--- src/rtl/systolic_tile_sequencer_pkg.sv ---
// Shared definitions for the systolic tile sequencer and its result serializer.
// Holds the tile geometry, element counts, counter widths and the sequencer
// state encoding so that every file agrees on them.
package systolic_tile_sequencer_pkg;

    localparam int IN_DIM  = 4;                 // input tile is IN_DIM x IN_DIM
    localparam int F_DIM   = 3;                 // filter is F_DIM x F_DIM
    localparam int OUT_DIM = 2;                 // result is OUT_DIM x OUT_DIM
    localparam int IN_N    = IN_DIM * IN_DIM;   // 16 tile elements
    localparam int F_N     = F_DIM * F_DIM;     // 9 filter elements
    localparam int OUT_N   = OUT_DIM * OUT_DIM; // 4 result elements
    localparam int CNT_W   = 5;                 // byte counter width (covers 0..15)

    typedef enum logic [2:0] {
        ST_LOAD_F  = 3'd0,
        ST_LOAD_I  = 3'd1,
        ST_RUN     = 3'd2,
        ST_CAPTURE = 3'd3,
        ST_DRAIN   = 3'd4
    } state_t;

    function automatic logic is_load(input state_t s);
        return (s == ST_LOAD_F) || (s == ST_LOAD_I);
    endfunction

endpackage

--- src/rtl/systolic_tile_sequencer_result_serializer.sv ---
// result_serializer: captures OUT_N parallel elements in one cycle and streams
// them out one per handshake, element 0 first, with m_last on the final one.
// Ports:
//   clk, rst            clock, asynchronous active-low reset
//   load, load_data     parallel load strobe and OUT_N*DATA_W data (k=0 first out)
//   m_valid/m_ready     output byte handshake
//   m_data, m_last      current element, high on the final element
//   done                final element accepted this cycle
module result_serializer
    import systolic_tile_sequencer_pkg::*;
#(
    parameter int DATA_W = 8
) (
    input  logic                    clk,
    input  logic                    rst,
    input  logic                    load,
    input  logic [OUT_N*DATA_W-1:0] load_data,
    output logic                    m_valid,
    input  logic                    m_ready,
    output logic [DATA_W-1:0]       m_data,
    output logic                    m_last,
    output logic                    done
);

    localparam int IDX_W = $clog2(OUT_N);

    logic [DATA_W-1:0] elem [OUT_N];
    logic [IDX_W-1:0]  idx;
    logic              valid_q;

    // Output is driven straight from the held registers, so m_data/m_last stay
    // stable for as long as the consumer stalls.
    assign m_valid = valid_q;
    assign m_data  = elem[idx];
    assign m_last  = valid_q && (idx == IDX_W'(OUT_N - 1));
    assign done    = valid_q && m_ready && m_last;

    // NOTE: the element registers are reset along with the control state so that
    // m_data reads 0 out of reset; they are few enough to be plain flops.
    always_ff @(posedge clk or negedge rst) begin
        if (!rst) begin
            for (int k = 0; k < OUT_N; k++) elem[k] <= '0;
            idx     <= '0;
            valid_q <= 1'b0;
        end else if (load) begin
            for (int k = 0; k < OUT_N; k++) elem[k] <= load_data[DATA_W*k +: DATA_W];
            idx     <= '0;
            valid_q <= 1'b1;
        end else if (valid_q && m_ready) begin
            // Index wraps back to 0 after the last element.
            idx <= idx + 1'b1;
            if (m_last) valid_q <= 1'b0;
        end
    end

endmodule

--- src/rtl/systolic_tile_sequencer.sv ---
// systolic_tile_sequencer: front/back end for a 2x2 systolic convolution array.
// Loads a 3x3 filter then a 4x4 tile from a byte stream, releases the array
// from reset for RUN_CYCLES cycles plus one capture cycle, then streams the
// 2x2 result out as four bytes.
// Ports:
//   clk, rst                 clock, asynchronous active-low reset
//   s_valid/s_ready/s_data   input byte stream (filter bytes, then tile bytes)
//   arr_rst                  active-high reset to the array
//   f_flat, i_flat           filter / tile to the array, element k at [DATA_W*k +: DATA_W]
//   o_flat                   array result, o00,o01,o10,o11 at k=0..3
//   m_valid/m_ready/m_data   output byte stream, m_last with o11
//   busy                     high outside the load states
module systolic_tile_sequencer
    import systolic_tile_sequencer_pkg::*;
#(
    parameter int DATA_W     = 8,
    parameter int RUN_CYCLES = 50
) (
    input  logic                    clk,
    input  logic                    rst,
    input  logic                    s_valid,
    output logic                    s_ready,
    input  logic [DATA_W-1:0]       s_data,
    output logic                    arr_rst,
    output logic [F_N*DATA_W-1:0]   f_flat,
    output logic [IN_N*DATA_W-1:0]  i_flat,
    input  logic [OUT_N*DATA_W-1:0] o_flat,
    output logic                    m_valid,
    input  logic                    m_ready,
    output logic [DATA_W-1:0]       m_data,
    output logic                    m_last,
    output logic                    busy
);

    localparam int RUN_W = $clog2(RUN_CYCLES + 1);

    state_t            state, state_nxt;
    logic [CNT_W-1:0]  byte_cnt;
    logic [RUN_W-1:0]  run_cnt;
    logic [DATA_W-1:0] f_regs [F_N];
    logic [DATA_W-1:0] i_regs [IN_N];
    logic              accept;
    logic              last_f, last_i;
    logic              ser_done;

    assign s_ready = is_load(state);
    assign busy    = !is_load(state);
    assign arr_rst = !((state == ST_RUN) || (state == ST_CAPTURE));
    assign accept  = s_valid && s_ready;
    assign last_f  = (byte_cnt == CNT_W'(F_N - 1));
    assign last_i  = (byte_cnt == CNT_W'(IN_N - 1));

    // NOTE: every variable written here gets a default first, so no path can
    // leave it unassigned and infer a latch.
    always_comb begin
        state_nxt = state;
        unique case (state)
            ST_LOAD_F:  if (accept && last_f) state_nxt = ST_LOAD_I;
            ST_LOAD_I:  if (accept && last_i) state_nxt = ST_RUN;
            ST_RUN:     if (run_cnt == RUN_W'(1)) state_nxt = ST_CAPTURE;
            ST_CAPTURE: state_nxt = ST_DRAIN;
            ST_DRAIN:   if (ser_done) state_nxt = ST_LOAD_F;
            default:    state_nxt = ST_LOAD_F;
        endcase
    end

    // NOTE: sequential state uses non-blocking assignments so every flop samples
    // the pre-edge values regardless of statement order.
    always_ff @(posedge clk or negedge rst) begin
        if (!rst) begin
            state    <= ST_LOAD_F;
            byte_cnt <= '0;
            run_cnt  <= '0;
        end else begin
            state <= state_nxt;
            // The byte counter is shared by both load phases: it wraps to 0
            // on the last filter byte and again on the last tile byte.
            if (accept) byte_cnt <= (last_f && state == ST_LOAD_F) || last_i ? '0 : byte_cnt + 1'b1;
            // Loaded with the last tile byte, so RUN lasts exactly RUN_CYCLES cycles.
            if (state == ST_LOAD_I && accept && last_i) run_cnt <= RUN_W'(RUN_CYCLES);
            else if (state == ST_RUN)                   run_cnt <= run_cnt - 1'b1;
        end
    end

    // Filter/tile registers change only on accepted load bytes, so the array
    // sees stable operands for the whole run.
    always_ff @(posedge clk or negedge rst) begin
        if (!rst) begin
            for (int k = 0; k < F_N; k++)  f_regs[k] <= '0;
            for (int k = 0; k < IN_N; k++) i_regs[k] <= '0;
        end else if (accept) begin
            for (int k = 0; k < F_N; k++)
                if (state == ST_LOAD_F && byte_cnt == CNT_W'(k)) f_regs[k] <= s_data;
            for (int k = 0; k < IN_N; k++)
                if (state == ST_LOAD_I && byte_cnt == CNT_W'(k)) i_regs[k] <= s_data;
        end
    end

    always_comb begin
        f_flat = '0;
        i_flat = '0;
        for (int k = 0; k < F_N; k++)  f_flat[DATA_W*k +: DATA_W] = f_regs[k];
        for (int k = 0; k < IN_N; k++) i_flat[DATA_W*k +: DATA_W] = i_regs[k];
    end

    result_serializer #(.DATA_W(DATA_W)) u_ser (
        .clk       (clk),
        .rst       (rst),
        .load      (state == ST_CAPTURE),
        .load_data (o_flat),
        .m_valid   (m_valid),
        .m_ready   (m_ready),
        .m_data    (m_data),
        .m_last    (m_last),
        .done      (ser_done)
    );

endmodule
--- config.mk ---
export PLATFORM = sky130hd
export DESIGN_NAME = systolic_tile_sequencer
export DESIGN_NICKNAME = d
export VERILOG_FILES = /design/src/rtl/systolic_tile_sequencer_pkg.sv /design/src/rtl/systolic_tile_sequencer_result_serializer.sv /design/src/rtl/systolic_tile_sequencer.sv
export SDC_FILE = /design/constraint.sdc
export NUM_CORES = 1
export LEC_CHECK = 0
export BUFFER_PORTS_ARGS = -buffer_cell sky130_fd_sc_hd__clkbuf_2
export CORE_AREA = 2 2 204 206
export DETAILED_ROUTE_END_ITERATION = 8
export DIE_AREA = 0 0 206 208
export HOLD_SLACK_MARGIN = 0.06
export PLACE_DENSITY_LB_ADDON = 0.2
export SYNTH_ARGS = -nofsm -noshare
export SYNTH_HDL_FRONTEND = slang
export SYNTH_HIERARCHICAL = 1
export SYNTH_SLANG_ARGS = --single-unit
--- constraint.sdc ---
create_clock -name clk -period 5.35 [get_ports clk]
set_clock_uncertainty 0.1 [all_clocks]
set_input_delay 1.07 -clock clk [delete_from_list [all_inputs] [get_ports clk]]
set_output_delay 1.07 -clock clk [all_outputs]
set_load 0.02 [all_outputs]
==> results of run 1 <==
## kinds of logic after synthesis
family	after synthesis	share of synthesized area
compound gates	19	0.0119
xor+xnor	3	0.00262
fa+ha+maj	8	0.00999
buf+inv	41	0.0198
flops	249	0.622
mux	240	0.279
simple gates	84	0.0555
## final cells by class
type	instances	area, um^2	area share
Inverter	8	30.0	0.00233
Timing Repair Buffer	259	1330	0.103
Multi-Input combinational cell	354	3600	0.279
Antenna cell	1	2.50	0.000194
Clock inverter	11	161	0.0125
Sequential cell	249	6230	0.482
Tap cell	532	666	0.0515
Clock buffer	47	896	0.0694
## where the power goes
part | total (mW) | internal [mW] | switching (mW)
Clock | 2.17 | 1.31 | 0.866
Sequential | 3.15 | 2.65 | 0.498
Combinational | 2.87 | 1.19 | 1.67
## stage by stage
step           total power [mW]  utilization  hold WS (ns)
2_1_floorplan              4.98            -         0.375
3_3_place_gp               6.08        0.292         0.374
3_5_place_dp               6.12        0.292         0.384
4_1_cts                    8.36        0.318         0.398
5_1_grt                    8.70        0.318         0.412
6_report                   8.19        0.318         0.381
## layout by cell type, fill, tap and decap left out, types with 4 or more instances in the layout
master / synthesis / final
clkbuf_2: 0 / 255
dfrtp_1: 249 / 249
mux2_2: 223 / 223
clkbuf_16: 0 / 31
nand2_1: 21 / 21
clkbuf_1: 23 / 10
nor2_1: 10 / 9
mux2_1: 9 / 9
inv_1: 8 / 8
nand3_1: 8 / 8
ha_1: 8 / 8
mux4_2: 8 / 8
a21oi_1: 6 / 6
clkbuf_8: 0 / 6
nor2b_1: 5 / 5
and2_1: 5 / 5
o21ai_0: 5 / 5
and3_1: 4 / 4
## worst max-delay path: cells and delay by family, from the launching register on
kind / cells / cell delay [ns]
multiplexers: 1 / 0.58
flip-flops: 1 / 0.76
buffers and inverters: 1 / 0.18
## final timing paths
kind | startpoint | to | cells past startpoint
max in group asynchronous | rst | i_flat[124] | 2
worst max-delay path | u_ser/idx[0] | m_data[4] | 2
worst min register to register | f_flat[31] | f_flat[31] | 1
worst max register to register | state[2] | f_flat[63] | 4
min in group clk | f_flat[31] | f_flat[31] | 1
worst min-delay path | rst | i_flat[99] | 1
## state kept, by name (all words and copies together), names as in the netlist
register       flops
i_flat           128
f_flat            72
u_ser/elem        32
run_cnt            6
byte_cnt           5
state              3
u_ser/idx          2
u_ser/m_valid      1
## per-layer routing
layer / vias up / global-route usage / wire (um)
met5: - / 0 / 0
met4: 0 / 0.0303 / 653
met3: 41 / 0.0478 / 2370
met2: 189 / 0.207 / 12800
met1: 3294 / 0.188 / 13600
li1: 2814 / - / -
==> results.json, run 1 <==
{
  "status": "finished clean",
  "synthArstFlopShare": 1.00,
  "crit_path_max_incr_delay_ns": 0.76,
  "crit_chain": "mux4_2 > clkbuf_2",
  "critPathSlowestCell": "dfrtp_1",
  "p_leak_nw": 6.54,
  "yosys_most_used_dff": "dfrtp_1",
  "antenna_found_initial": 1,
  "finalHoldViolations": 0,
  "ctsHoldBuffers": 0,
  "start_util": 0.247,
  "detail_route.iter0.violations": 192,
  "fmax_mhz": 305,
  "synth_top_cell_area_share": 0.622,
  "synth_area_um2": 10000,
  "r2r_slack_ns": 2.70,
  "place.gp.congestion": 0.705,
  "fp-row-count": 74,
  "yosys-top-cells-area": "dfrtp_1 (62%), mux2_2 (25%), mux4_2 (1.8%)",
  "avgViaCountPerCell": 4.34,
  "core_area_um2": 40600,
  "rsz0062_at_grt": "false",
  "critPathKind": "reg -> out",
  "required_ns": 4.18,
  "grt_pass1_wl_mm": 44.4,
  "wl_per_cell_um": 20.1,
  "grt_pass1_vias": 6697,
  "postCtsSetupBuffers": 0,
  "grt_max_degree": 91,
  "cts_buffer_depth": 3,
  "worstSetupStartpointType": "flip-flop",
  "dieArea_um2": 42800,
  "pre_cts_ws_ns": 2.08,
  "vias": 6338,
  "grt_remaining_overflow": 0,
  "setup_slack_ns": 2.08,
  "peakVddDrop_mv": 0.271,
  "cts_sinks": 249,
  "nFillCells": 4160,
  "relSlewSlack": 0.324,
  "synth_cell_types": 44,
  "drive_above_1_share": 0.603,
  "pin_count": 257,
  "die_w_um": 206,
  "die_h_um": 208,
  "power.density_nw_per_um2": 634,
  "syn_nets": 696,
  "slew_viol_final": 0,
  "synth_edf_count": 0,
  "ys_seq_area_frac": 0.622,
  "firstDrtPassIters": 4,
  "crit_path_end_kind": "primary output",
  "clkTransAtPathRegs_ns": 0.06,
  "synth.most_common_cell": "dfrtp_1",
  "grtUsageTotal": 0.137,
  "fin_crit_sh": 0.612,
  "portBuffers": 256,
  "postSynthAreaPerCell_um2": 15.6,
  "setup_viol": 0,
  "routed_wl_mm": 29.4,
  "setup_tns_ns": 0,
  "tightestPinTransition_ns": 1.01,
  "cp_max_fo": 11,
  "fin_area_um2": 12900,
  "cts_root_buf": "clkbuf_16",
  "numCtsBuffers": 31,
  "worstPathArrival_ns": 2.10,
  "hpwl_mm": 19.4,
  "synthTopCellsByCount": "dfrtp_1 (249), mux2_2 (223), clkbuf_1 (23)",
  "finalNetCount": 955,
  "clk_latency_ns": 0.59,
  "hold_class": "in -> async",
  "dp.cells": 1402,
  "period_needed_ns": 3.27,
  "syn2layout_area_growth_pct": 28.8,
  "yosys_warnings": 6,
  "cts_tree": "done",
  "post_dp_cell_area_um2": 11900,
  "drc_errors": 0,
  "ctsResizeCount": 0,
  "fin_cells": 1461,
  "synth-seq-cells": 249,
  "synthesis.instances": 644,
  "drtAntennaViolNets": 0,
  "synth_largest_area_cell": "dfrtp_1",
  "drv_cap": 0,
  "cts_htree_levels": 1
}
No activity file was read; power rests on OpenSTA's default activity.
==> run 2: changes to the inputs <==
==> constraint.sdc (replaced) <==
create_clock -name clk -period 2.8 [get_ports clk]
set_clock_uncertainty 0.1 [all_clocks]
set_input_delay 0.56 -clock clk [delete_from_list [all_inputs] [get_ports clk]]
set_output_delay 0.56 -clock clk [all_outputs]
set_load 0.02 [all_outputs]
==> run 2 against run 1 <==
Critical path depth unchanged. Sequential share of layout area decreased by 0.33 points. Critical path type unchanged. Flip-flop and latch count did not move. Worst setup slack lost 1.8 ns. First-iteration DRC count is 10% higher. Critical endpoint is now m_data[6]. Clock power grew 75%.
==> results.json, run 2 (same netlist as run 1, synthesis figures left out) <==
{
  "syn2layout_area_growth_pct": 29.8,
  "cp_max_fo": 11,
  "finalNetCount": 976,
  "grtUsageTotal": 0.136,
  "vias": 6355,
  "relSlewSlack": 0.395,
  "drc_errors": 0,
  "cts_htree_levels": 1,
  "cts_sinks": 249,
  "fin_crit_sh": 0.910,
  "numCtsBuffers": 31,
  "p_leak_nw": 6.60,
  "start_util": 0.247,
  "finish.utilization": 0.321,
  "crit_path_end_kind": "primary output",
  "place.gp.congestion": 0.722,
  "critical_path_buf_inv_count": 1,
  "drtAntennaViolNets": 0,
  "power.density_nw_per_um2": 1180,
  "cts_buffer_depth": 3,
  "portBuffers": 256,
  "crit_path_max_incr_delay_ns": 0.59,
  "gr-max-usage-layer": "met2",
  "detail_route.iter0.violations": 212,
  "whs_ns": 0.126,
  "setup_viol": 0,
  "layout_common_cells": "clkbuf_2 (255), dfrtp_1 (248), mux2_2 (223)",
  "largest_register_ffs": 128,
  "firstDrtPassIters": 4,
  "cts_tree": "done",
  "required_ns": 2.14,
  "setup_tns_ns": 0,
  "crit_start": "u_ser/idx[0]",
  "core_area_um2": 40600,
  "use_met3": 0.0490,
  "tightestPinTransition_ns": 0.907,
  "rsz0062_at_grt": "false",
  "antenna_cells": 0,
  "setup_slack_ns": 0.253,
  "grt_remaining_overflow": 0,
  "avgViaCountPerCell": 4.30,
  "r2r_end": "i_flat[61]",
  "grt_util_met1": 0.185,
  "drive_above_1_share": 0.611,
  "pin_count": 257,
  "wl_per_cell_um": 19.7,
  "crit_chain": "mux4_2 > clkbuf_2",
  "dieArea_um2": 42800,
  "dp.cells": 1422,
  "grt_pass1_vias": 6653,
  "reg2reg_from": "byte_cnt[4]",
  "peakVddDrop_mv": 0.586,
  "fp-row-count": 74,
  "slew_viol_final": 0,
  "fin_cells": 1478,
  "critPathSlowestCell": "dfrtp_2",
  "drv_cap": 0,
  "fin_area_um2": 13000,
  "cp.depth": 2,
  "pre_cts_ws_ns": 0.351,
  "routed_wl_mm": 29.1,
  "period_needed_ns": 2.55,
  "clkTransAtPathRegs_ns": 0.06,
  "clk_latency_ns": 0.56,
  "worstPathArrival_ns": 1.89,
  "grt_pass1_wl_mm": 44.1,
  "status": "finished clean",
  "final_common_cell": "clkbuf_2",
  "p_total_mw": 15.4,
  "hpwl_mm": 19.4,
  "crit_family": "flip-flops",
  "reg2reg_depth": 4,
  "antenna_found_initial": 1,
  "die_w_um": 206,
  "finalHoldViolations": 0,
  "nFillCells": 4148,
  "hold_class": "in -> reg",
  "die_h_um": 208,
  "endpoint": "m_data[6]",
  "met2_usage": 0.204,
  "grt_max_degree": 61,
  "cts_root_buf": "clkbuf_16",
  "fmax_mhz": 393,
  "r2r_slack_ns": 0.39,
  "post_dp_cell_area_um2": 12000,
  "worstSetupStartpointType": "flip-flop",
  "critPathKind": "reg -> out"
}
-- run 2: worst min path at each step --
stage	startpoint	endpoint	slack, ns	cells after the start
2_1_floorplan	rst	byte_cnt[0]	0.16	0
3_3_place_gp	f_flat[47]	f_flat[47]	0.37	1
3_5_place_dp	f_flat[27]	f_flat[27]	0.38	1
4_1_cts	o_flat[4]	u_ser/elem[28]	0.08	2
5_1_grt	o_flat[0]	u_ser/elem[24]	0.09	2
6_report	o_flat[4]	u_ser/elem[28]	0.13	2
-- run 2: area by class of cell --
type | instances | area (um^2) | share of cell area
Tap cell | 532 | 666 | 0.0512
Clock buffer | 46 | 882 | 0.0678
Sequential cell | 249 | 6230 | 0.479
Multi-Input combinational cell | 354 | 3600 | 0.277
Clock inverter | 9 | 83.8 | 0.00644
Timing Repair Buffer | 280 | 1510 | 0.116
Inverter | 8 | 30.0 | 0.00231
-- run 2: what timing repair did --
item	in CTS	in global routing
endpoints found under the setup margin	8	0
hold buffers	1	0
gates resized for setup	1	0
endpoints found under the hold margin	49	0
setup buffers	0	0
-- run 2: routing by layer --
| layer | vias up | routed length [um] |
|---|---|---|
| li1 | 2856 | - |
| met1 | 3273 | 13000 |
| met2 | 190 | 12800 |
| met3 | 36 | 2760 |
| met4 | 0 | 527 |
| met5 | - | 0 |
-- run 2: power breakdown --
part	internal (mW)	switching, mW	leakage, nW
Clock	2.25	1.54	0.460
Sequential	5.08	0.904	3.27
Combinational	2.34	3.26	2.87
Total	9.66	5.70	6.60
